File: src/rtl/serial_adder.sv
`default_nettype none
// ============================================================================
// Module   : serial_adder
// Brief    : Bit-serial LSB-first adder, one full-adder cell plus carry flop,
//            start/busy/done handshake. Define SERIAL_ADDER_SUB_EN for a - b.
// Revision : 1.0 - initial release
// ============================================================================
module serial_adder #(
    parameter int WIDTH = 8
) (
    input  logic             clk,
    input  logic             rst_n,
    input  logic             start,
    input  logic [WIDTH-1:0] a,
    input  logic [WIDTH-1:0] b,
    input  logic             cin,
`ifdef SERIAL_ADDER_SUB_EN
    input  logic             sub,
`endif
    output logic             busy,
    output logic             done,
    output logic [WIDTH-1:0] sum,
    output logic             cout
);

    localparam int                 c_CNT_W = $clog2(WIDTH) + 1;
    localparam logic [c_CNT_W-1:0] c_LAST  = c_CNT_W'(WIDTH - 1);
    localparam logic [c_CNT_W-1:0] c_ONE   = c_CNT_W'(1);

    typedef enum logic [1:0] {
        S_IDLE = 2'd0,
        S_RUN  = 2'd1,
        S_DONE = 2'd2
    } state_t;

    state_t             r_state;
    logic [WIDTH-1:0]   r_a;
    logic [WIDTH-1:0]   r_b;
    logic [WIDTH-1:0]   r_sum;
    logic [c_CNT_W-1:0] r_cnt;
    logic               r_carry;
    logic               r_busy;
    logic               r_done;
    logic               r_cout;

    logic [WIDTH-1:0]   w_b_in;
    logic               w_cin_in;
    logic               w_s;
    logic               w_maj;
    logic [WIDTH-1:0]   w_sum_next;

    // Subtraction is a + ~b + 1: invert B on entry and force the carry in.
`ifdef SERIAL_ADDER_SUB_EN
    assign w_b_in   = sub ? ~b : b;
    assign w_cin_in = sub ? 1'b1 : cin;
`else
    assign w_b_in   = b;
    assign w_cin_in = cin;
`endif

    assign w_s   = r_a[0] ^ r_b[0] ^ r_carry;
    assign w_maj = (r_a[0] & r_b[0]) | (r_a[0] & r_carry) | (r_b[0] & r_carry);

    generate
        if (WIDTH == 1) begin : g_one
            assign w_sum_next = w_s;
        end else begin : g_multi
            assign w_sum_next = {w_s, r_sum[WIDTH-1:1]};
        end
    endgenerate

    always_ff @(posedge clk or negedge rst_n) begin
        if (!rst_n) begin
            r_state <= S_IDLE;
            r_a     <= '0;
            r_b     <= '0;
            r_sum   <= '0;
            r_cnt   <= '0;
            r_carry <= 1'b0;
            r_busy  <= 1'b0;
            r_done  <= 1'b0;
            r_cout  <= 1'b0;
        end else begin
            r_done <= 1'b0;
            case (r_state)
                S_IDLE: begin
                    if (start) begin
                        r_a     <= a;
                        r_b     <= w_b_in;
                        r_carry <= w_cin_in;
                        r_cnt   <= '0;
                        r_busy  <= 1'b1;
                        r_state <= S_RUN;
                    end
                end
                S_RUN: begin
                    r_carry <= w_maj;
                    r_sum   <= w_sum_next;
                    r_a     <= r_a >> 1;
                    r_b     <= r_b >> 1;
                    r_cnt   <= r_cnt + c_ONE;
                    if (r_cnt == c_LAST) begin
                        r_cout  <= w_maj;
                        r_busy  <= 1'b0;
                        r_state <= S_DONE;
                    end
                end
                S_DONE: begin
                    r_done  <= 1'b1;
                    r_state <= S_IDLE;
                end
                default: r_state <= S_IDLE;
            endcase
        end
    end

    assign busy = r_busy;
    assign done = r_done;
    assign sum  = r_sum;
    assign cout = r_cout;

endmodule
`default_nettype wire

File: config.mk
export PLATFORM = sky130hd
export DESIGN_NAME = serial_adder
export DESIGN_NICKNAME = d
export VERILOG_FILES = /design/src/rtl/serial_adder.sv
export SDC_FILE = /design/constraint.sdc
export NUM_CORES = 1
export LEC_CHECK = 0
export CAP_MARGIN = 20
export CORE_MARGIN = 1.5
export CORE_UTILIZATION = 45
export DETAILED_ROUTE_END_ITERATION = 16
export GPL_TIMING_DRIVEN = 1
export HOLD_SLACK_MARGIN = 0.02
export PLACE_DENSITY = 0.82
export SLEW_MARGIN = 0
export SYNTH_ARGS = -nofsm -noshare
export SYNTH_HDL_FRONTEND = slang
export SYNTH_SLANG_ARGS = --single-unit
File: constraint.sdc
create_clock -name clk -period 1.2 [get_ports clk]
set_input_delay 0.18 -clock clk [delete_from_list [all_inputs] [get_ports clk]]
set_output_delay 0.18 -clock clk [all_outputs]
set_load 0.02 [all_outputs]
Yosys cells after proc, flatten, opt, wreduce, memory -nomap -nowiden
Cells that the tools add are included.
{"block": "word_totals", "in_bits": 20, "wordCells": 43, "output_inout_bits": 11, "ff_bits": 34}
{"block": "classes", "add_sub_neg": 1, "bitwise": 7, "mux": 15, "n_reduce_logical": 6, "n_eq_ne": 5}
{"cell": "8-bit case mux with 2 select lines", "count": 2}
{"cell": "8-bit two-way mux", "count": 2}
{"cell": "4-bit case mux with 2 select lines", "count": 1}
{"cell": "2-bit AND reduction", "count": 3}
{"cell": "4-bit by 1-bit adder with 4-bit output, second input constant", "count": 1}
{"cell": "4-bit by 3-bit equality test with 1-bit output, second input constant", "count": 1}
{"cell": "1-bit two-way mux", "count": 4}
{"cell": "2-bit two-way mux", "count": 2}
{"cell": "4-bit two-way mux", "count": 1}
{"cell": "2-bit inequality test, second input constant", "count": 2}
{"cell": "1-bit case mux with 2 select lines", "count": 2}
{"cell": "2-bit case mux with 2 select lines", "count": 1}
{"cell": "1-bit AND", "count": 3}
{"cell": "3-bit AND reduction", "count": 1}
{"cell": "2-bit by 1-bit equality test with 1-bit output, second input constant", "count": 1}
{"cell": "2-bit equality test, second input constant", "count": 1}
{"cell": "2-bit zero test", "count": 1}
{"cell": "1-bit bitwise OR", "count": 2}
{"cell": "2-bit nonzero test", "count": 1}
{"cell": "1-bit bitwise XOR", "count": 2}

Longest topological paths before layout
Gate-level depths: netlist (run 1).
{"block": "logic_depth", "ltp_word": 4, "ltp_mapped": 5, "depth_no_buf": 4}

Least setup slack after synthesis (run 1)
OpenSTA, ideal clock, no wires.
{"block": "synth_timing", "path_kind": "flip-flop to flip-flop", "start": "reg r_state[1]", "end": "reg r_sum[7], in the netlist sum[7]", "required_ns": 1.075, "n_path_buf": 2, "arrival_time_ns": 1.155, "setup_time_ns": 0.125, "stages_incl_launch_ff": 5, "period_less_slack_ns": 1.280, "setup_slack_ns": -0.080, "cell_sequence": "dfrtp_1 -> and2b_1 -> buf_6 -> buf_6 -> mux2_4"}
{"block": "synth_via", "elab_chain_cells": 1}
{"element": "from (decl)", "line_no": "36", "text": "state_t r_state;"}
{"element": "from (signal assigned)", "line_no": "74", "text": "r_state <= S_IDLE;"}
{"element": "from (signal assigned)", "line_no": "93", "text": "r_state <= S_RUN;"}
{"element": "from (signal assigned)", "line_no": "105", "text": "r_state <= S_DONE;"}
{"element": "2-bit by 1-bit equality test with 1-bit output", "line_no": "85", "text": "case (r_state)"}
{"element": "to (signal assigned)", "line_no": "98", "text": "r_sum <= w_sum_next;"}
{"element": "to (decl)", "line_no": "39", "text": "logic [WIDTH-1:0] r_sum;"}
Every way passes these cells.
A chain may end at the register's enable or synchronous reset.

Final worst setup path (run 1)
{"block": "layout_timing", "start": "reg r_state[1]", "end": "reg r_sum[5], in the netlist sum[5]"}
The elaborated chain is that of the path after synthesis.

==> flow_metrics.py, run 1 <==
metrics = {
    "run_status": {
        "outcome": "finished with violations",
        "violations": "setup timing",
    },
    "critical_path": {
        "crit_fanout": 15,
        "end_kind": "flop",
        "worst_ep_arrival_time_ns": 1.51,
        "startpoint": "r_state[1]",
        "critical_path.cell_chain": "and2b_2 > buf_12 > mux2_2",
        "cp_data_required_time_ns": 1.42,
        "timing.rr.start": "r_state[1]",
        "cpPeakStageDelay_ns": 0.38,
        "crit_family": "flip-flops",
        "critPathKind": "reg2reg",
        "crit_buf_inv": 1,
        "cp-start-kind": "flop",
        "critPathSlowestCell": "dfrtp_1",
    },
    "logic_synthesis": {
        "syn_inst": 118,
        "yosys-top-cells-area": "dfrtp_1 58%, mux2i_1 10%, mux2_2 6.1%",
        "synth-seq-cells": 34,
        "syn_nets": 140,
        "yosys_most_used_dff": "dfrtp_1",
        "post-synth-top-area-cell": "dfrtp_1",
        "synth_cell_type_count": 25,
        "syn-cell-area_um2": 1470,
        "yosysTopAreaCellShare_pct": 57.9,
        "async_flop_share_pct": 100,
        "yosys_warnings": 0,
        "synth_edf_count": 0,
        "avgSynthCellArea_um2": 12.5,
        "yosysSeqAreaShare_pct": 57.9,
    },
    "layout": {
        "final_util_pct": 63.0,
        "nets": 181,
        "fin_area_um2": 1940,
        "syn_to_final_growth_pct": 31.9,
        "diodes": 0,
        "layout_commonest_cell": "dfrtp_1",
        "drive_gt1_share_pct": 27.5,
        "layout_common_cells": "34 x dfrtp_1, 19 x clkdlybuf4s50_1, 15 x nand2_1, 15 x o21ai_1, 12 x mux2i_1",
    },
    "placement": {
        "post_dp_cell_area_um2": 1870,
        "dp_slack_ns": -0.163,
        "hpwl_um": 1830,
        "gp_congestion": 0.739,
        "portBuffers": 30,
    },
    "drt": {
        "vias": 1026,
        "via_per_inst": 5.03,
        "drc": 0,
        "dr.pass1.iters": 4,
        "drt_iter0_markers": 17,
        "wire_per_inst_um": 12.7,
        "final_antenna_net_count": 0,
        "routed_wl_um": 2580,
    },
    "timing": {
        "holdWs_ns": 0.211,
        "fin_worst_skew_ns": 0.00935,
        "final_min_period_over_clock_period_pct": 108,
        "timing.setup.tns_ns": -1.03,
        "hold_viol_final": 0,
        "setup_viol_count_final": 23,
        "layout_setup_ws_ns": -0.0968,
        "final-max-slew-violation-count": 0,
        "worstMarginPinSlew_ns": 0.233,
        "rsz0062_at_grt": "yes",
        "min_period_ns": 1.30,
        "relSlewSlack_pct": 84.5,
        "fmax_mhz": 771,
    },
    "power": {
        "swShare_pct": 35.7,
        "p_comb_share_pct": 47.0,
        "peakVddDrop_mv": 1.17,
        "power.switching_w": 0.00176,
        "seq_power_share_pct": 40.0,
        "cell_internal_pwr_w": 0.00317,
        "p_clk_share_pct": 13.0,
        "p_leak_nw": 0.917,
        "p_per_area_nw_per_um2": 2540,
    },
    "global_routing": {
        "grt_pass1_vias": 1002,
        "grt_usage_pct": 16.5,
        "grt_max_degree": 35,
        "grt_antenna_before_repair": 0,
        "grt_pass1_wl_um": 4230,
        "overflow": 0,
    },
    "clocking": {
        "cts.sinks": 34,
        "numCtsBuffers": 5,
        "clkSlewWorstSetupHoldPaths_ns": 0.10,
        "cts_tree": "done",
        "cts_root_buf": "clkbuf_4",
        "cts.path.max_buffers": 2,
        "post_cts_buffers": 0,
        "htree_num_levels": 2,
        "clock_latency_ns": 0.33,
    },
    "floorplan": {
        "rows": 20,
        "num_io_pins": 31,
        "dieArea_um2": 3620,
        "die_w_um": 60.2,
        "initial_utilization_pct": 47.8,
        "core_area_um2": 3080,
        "die_h_um": 60.2,
    },
    "flow_run": {
        "drv_cap": 0,
    },
    "min_path": {
        "hold_class": "in2async",
    },
}
flip-flops by register name, summed over array words and instances (netlist names):
name / cells
r_carry: 1
r_b: 8
done: 1
busy: 1
sum: 8
r_state: 2
r_cnt: 4
r_a: 8
cout: 1
synthesized netlist by cell type (2+ instances only):
cell type  number
dfrtp_1        34
mux2i_1        15
nand2_1        15
o21ai_1        15
mux2_2          8
a21oi_1         4
buf_6           4
a22o_1          3
and2b_1         2
buf_2           2
inv_1           2
power by group through the flow:
| stage | combinational (W) | sequential (W) | clock [W] |
|---|---|---|---|
| global route | 0.00253 | 0.00203 | 0.000708 |
| detailed placement | 0.00233 | 0.00200 | 0 |
| global placement | 0.00224 | 0.00196 | 0 |
| CTS | 0.00235 | 0.00197 | 0.000666 |
| finish | 0.00231 | 0.00197 | 0.000641 |
| floorplan | 0.00141 | 0.00215 | 0 |
per-layer routing:
metal	routed length (um)	global-route usage, %
met2	1360	31.2
met5	0	0
met4	23	6.67
met1	1040	16.6
met3	162	4.98
cells by family (layout without fill, tap and decap cells):
| logic type | Yosys count | in the layout | share of synthesized area [%] |
|---|---|---|---|
| buf+inv | 9 | 51 | 4.51 |
| mux | 25 | 25 | 18.1 |
| fa+ha+maj | 2 | 2 | 2.21 |
| simple gates | 22 | 22 | 7.23 |
| compound gates | 26 | 26 | 10.0 |
| flops | 34 | 34 | 57.9 |
final cells by class:
type,instances,area [um2]
Fill cell,258,1140
Clock buffer,7,55.1
Clock inverter,1,5.00
Multi-Input combinational cell,75,579
Sequential cell,34,851
Tap cell,44,55.1
Timing Repair Buffer,41,387
Inverter,2,7.51
final timing paths:
path / end / cells past startpoint / slack [ns]
worst min-delay path: r_b[1] / 2 / 0.21
worst min register to register: busy / 1 / 0.48
worst max-delay path: sum[5] / 3 / -0.1
worst max register to register: sum[5] / 3 / -0.1
max in group asynchronous: r_a[7] / 2 / 0.81
min in group clk: r_a[7] / 2 / 0.46
metrics by stage:
stage,std cells,total power [W]
after floorplan,118,0.00356
after global placement,195,0.00419
after detailed placement,195,0.00432
after CTS,204,0.00499
after global routing,204,0.00527
final,204,0.00492
timing repair:
item,CTS,global route
pin swaps,4,2
cloned,1,0
gates resized for setup,35,13
endpoints found under the setup margin,41,40
hold buffers,0,0
Power figures use the tool's default switching activity.
==> inputs of run 2 (changes only) <==
--- a/config.mk
+++ b/config.mk
@@ -12,6 +12,7 @@
 export GPL_TIMING_DRIVEN = 1
 export HOLD_SLACK_MARGIN = 0.02
 export PLACE_DENSITY = 0.82
+export REMOVE_ABC_BUFFERS = 1
 export SLEW_MARGIN = 0
 export SYNTH_ARGS = -nofsm -noshare
 export SYNTH_HDL_FRONTEND = slang
==> flow_metrics.py, run 2 (synthesis gave the netlist of run 1 again) <==
metrics = {
    "run_status": {
        "outcome": "finished with violations",
        "violations": "setup timing",
    },
    "floorplan": {
        "die_w_um": 60.2,
        "dieArea_um2": 3620,
        "die_h_um": 60.2,
        "rows": 20,
        "initial_utilization_pct": 47.8,
        "core_area_um2": 3080,
        "num_io_pins": 31,
    },
    "power": {
        "finalPower_w": 0.00541,
        "p_per_area_nw_per_um2": 2650,
        "peakVddDrop_mv": 1.09,
        "p_leak_nw": 1.00,
    },
    "timing": {
        "hold_viol_final": 0,
        "final_min_period_over_clock_period_pct": 107,
        "fmax_mhz": 776,
        "relSlewSlack_pct": 87.2,
        "layout_setup_ws_ns": -0.0894,
        "fin_worst_skew_ns": 0.00573,
        "rsz0062_at_grt": "yes",
        "worstMarginPinSlew_ns": 0.192,
        "min_period_ns": 1.29,
        "setup_viol_count_final": 28,
        "timing.setup.tns_ns": -1.70,
        "final-max-slew-violation-count": 0,
    },
    "critical_path": {
        "startpoint": "r_state[1]",
        "critPathMostFrequentCell": "buf_12",
        "cp-start-kind": "flop",
        "critPathSlowestCell": "dfrtp_1",
        "critPathKind": "reg2reg",
        "crit_family": "flip-flops",
        "crit_buf_inv": 2,
        "worst_ep_arrival_time_ns": 1.50,
        "end_kind": "flop",
        "timing.rr.start": "r_state[1]",
        "critical_path.cell_chain": "and2b_2 > buf_12 > buf_12 > mux2_4",
        "crit_fanout": 7,
        "cpPeakStageDelay_ns": 0.39,
        "cp_data_required_time_ns": 1.41,
    },
    "flow_run": {
        "drv_cap": 0,
    },
    "global_routing": {
        "grt_antenna_before_repair": 0,
        "grt_pass1_wl_um": 4800,
        "grt_usage_pct": 18.0,
        "overflow": 0,
        "grt_pass1_vias": 1083,
        "grt_max_degree": 35,
    },
    "drt": {
        "dr.pass1.iters": 4,
        "final_antenna_net_count": 0,
        "via_per_inst": 4.97,
        "wire_per_inst_um": 13.6,
        "route.layer.met1.wl_um": 1190,
        "met2RoutedLength_um": 1510,
        "top_layer": "met4",
        "routed_wl_um": 2840,
        "drc": 0,
        "drt_iter0_markers": 30,
        "vias": 1038,
        "dr_wl_met3_um": 124,
    },
    "layout": {
        "diodes": 0,
        "layout_commonest_cell": "dfrtp_1",
        "regArea_um2": 851,
        "fillers": 231,
        "final_util_pct": 66.3,
        "drive_gt1_share_pct": 32.1,
        "layout_common_cells": "34 x dfrtp_1, 19 x clkdlybuf4s50_1, 16 x o21ai_1, 15 x nand2_1, 14 x mux2i_1",
        "syn_to_final_growth_pct": 38.8,
        "nets": 188,
        "multi_input_area_um2": 614,
    },
    "placement": {
        "gp_congestion": 0.723,
        "hpwl_um": 1990,
        "portBuffers": 30,
    },
    "clocking": {
        "cts.sinks": 34,
        "cts_root_buf": "clkbuf_4",
        "htree_num_levels": 2,
        "clock_latency_ns": 0.32,
        "cts_tree": "done",
        "clkSlewWorstSetupHoldPaths_ns": 0.09,
        "numCtsBuffers": 5,
        "cts_hold_buf": 0,
        "cts.path.max_buffers": 2,
    },
    "min_path": {
        "hold_class": "in2async",
    },
}
[run 2: changes by cell type in the layout (fill, tap and decap cells not counted), sizes merged]
| cell | change |
|---|---|
| buf | +10 |
| clkbuf | -1 |
| clkdlybuf4s15 | -3 |
| clkinv | -1 |
[run 2: worst reg2reg max path, stage by stage, from the launching register on]
cell     delay (ns)
dfrtp_1        0.39
and2b_2        0.25
buf_12         0.12
buf_12         0.12
mux2_4         0.30
[run 2: final timing paths]
path	endpoint	slack (ns)	depth (start not counted)
worst min register to register	r_b[6]	0.49	2
worst max-delay path	sum[2]	-0.09	4
worst min-delay path	r_b[0]	0.22	2
min in group clk	r_carry	0.47	3
worst max register to register	sum[2]	-0.09	4
max in group asynchronous	r_cnt[2]	0.81	2
[run 2: report_power, final]
part	total, W	switching, W	internal (W)
registers	0.00199	0.000327	0.00166
logic	0.00282	0.00123	0.00159
clock network	0.000597	0.000333	0.000264
total	0.00541	0.00189	0.00352
[run 2: area by class of cell]
cell class	count	area share, %
clock buffers	6	2.51
inverters	2	0.368
multi-input cells	75	30.1
flip-flops and latches	34	41.7
well taps	44	2.70
repair buffers	48	22.6
[run 2: what timing repair did]
action,in CTS,in global routing
setup endpoints to repair,42,42
pin swaps,3,5
resized for setup,48,16
buffers inserted,2,2
cloned,1,0
[run 2: metal layers]
| metal | global-route usage, % | vias to the layer above |
|---|---|---|
| li1 | - | 507 |
| met1 | 20.0 | 505 |
| met2 | 32.3 | 24 |
| met3 | 6.49 | 2 |
| met4 | 4.76 | 0 |
| met5 | 0 | - |
[run 2: per-stage QoR]
step                      area, um2  instances  hold WS, ns  worst slack, ns
after floorplan                1410        111       -0.116           -0.981
after global placement         1890        198        0.466           -0.128
after detailed placement       1890        198        0.477           -0.182
after CTS                      2070        207        0.215          -0.0917
after global routing           2040        209        0.220           -0.163
final                          2040        209        0.222          -0.0894
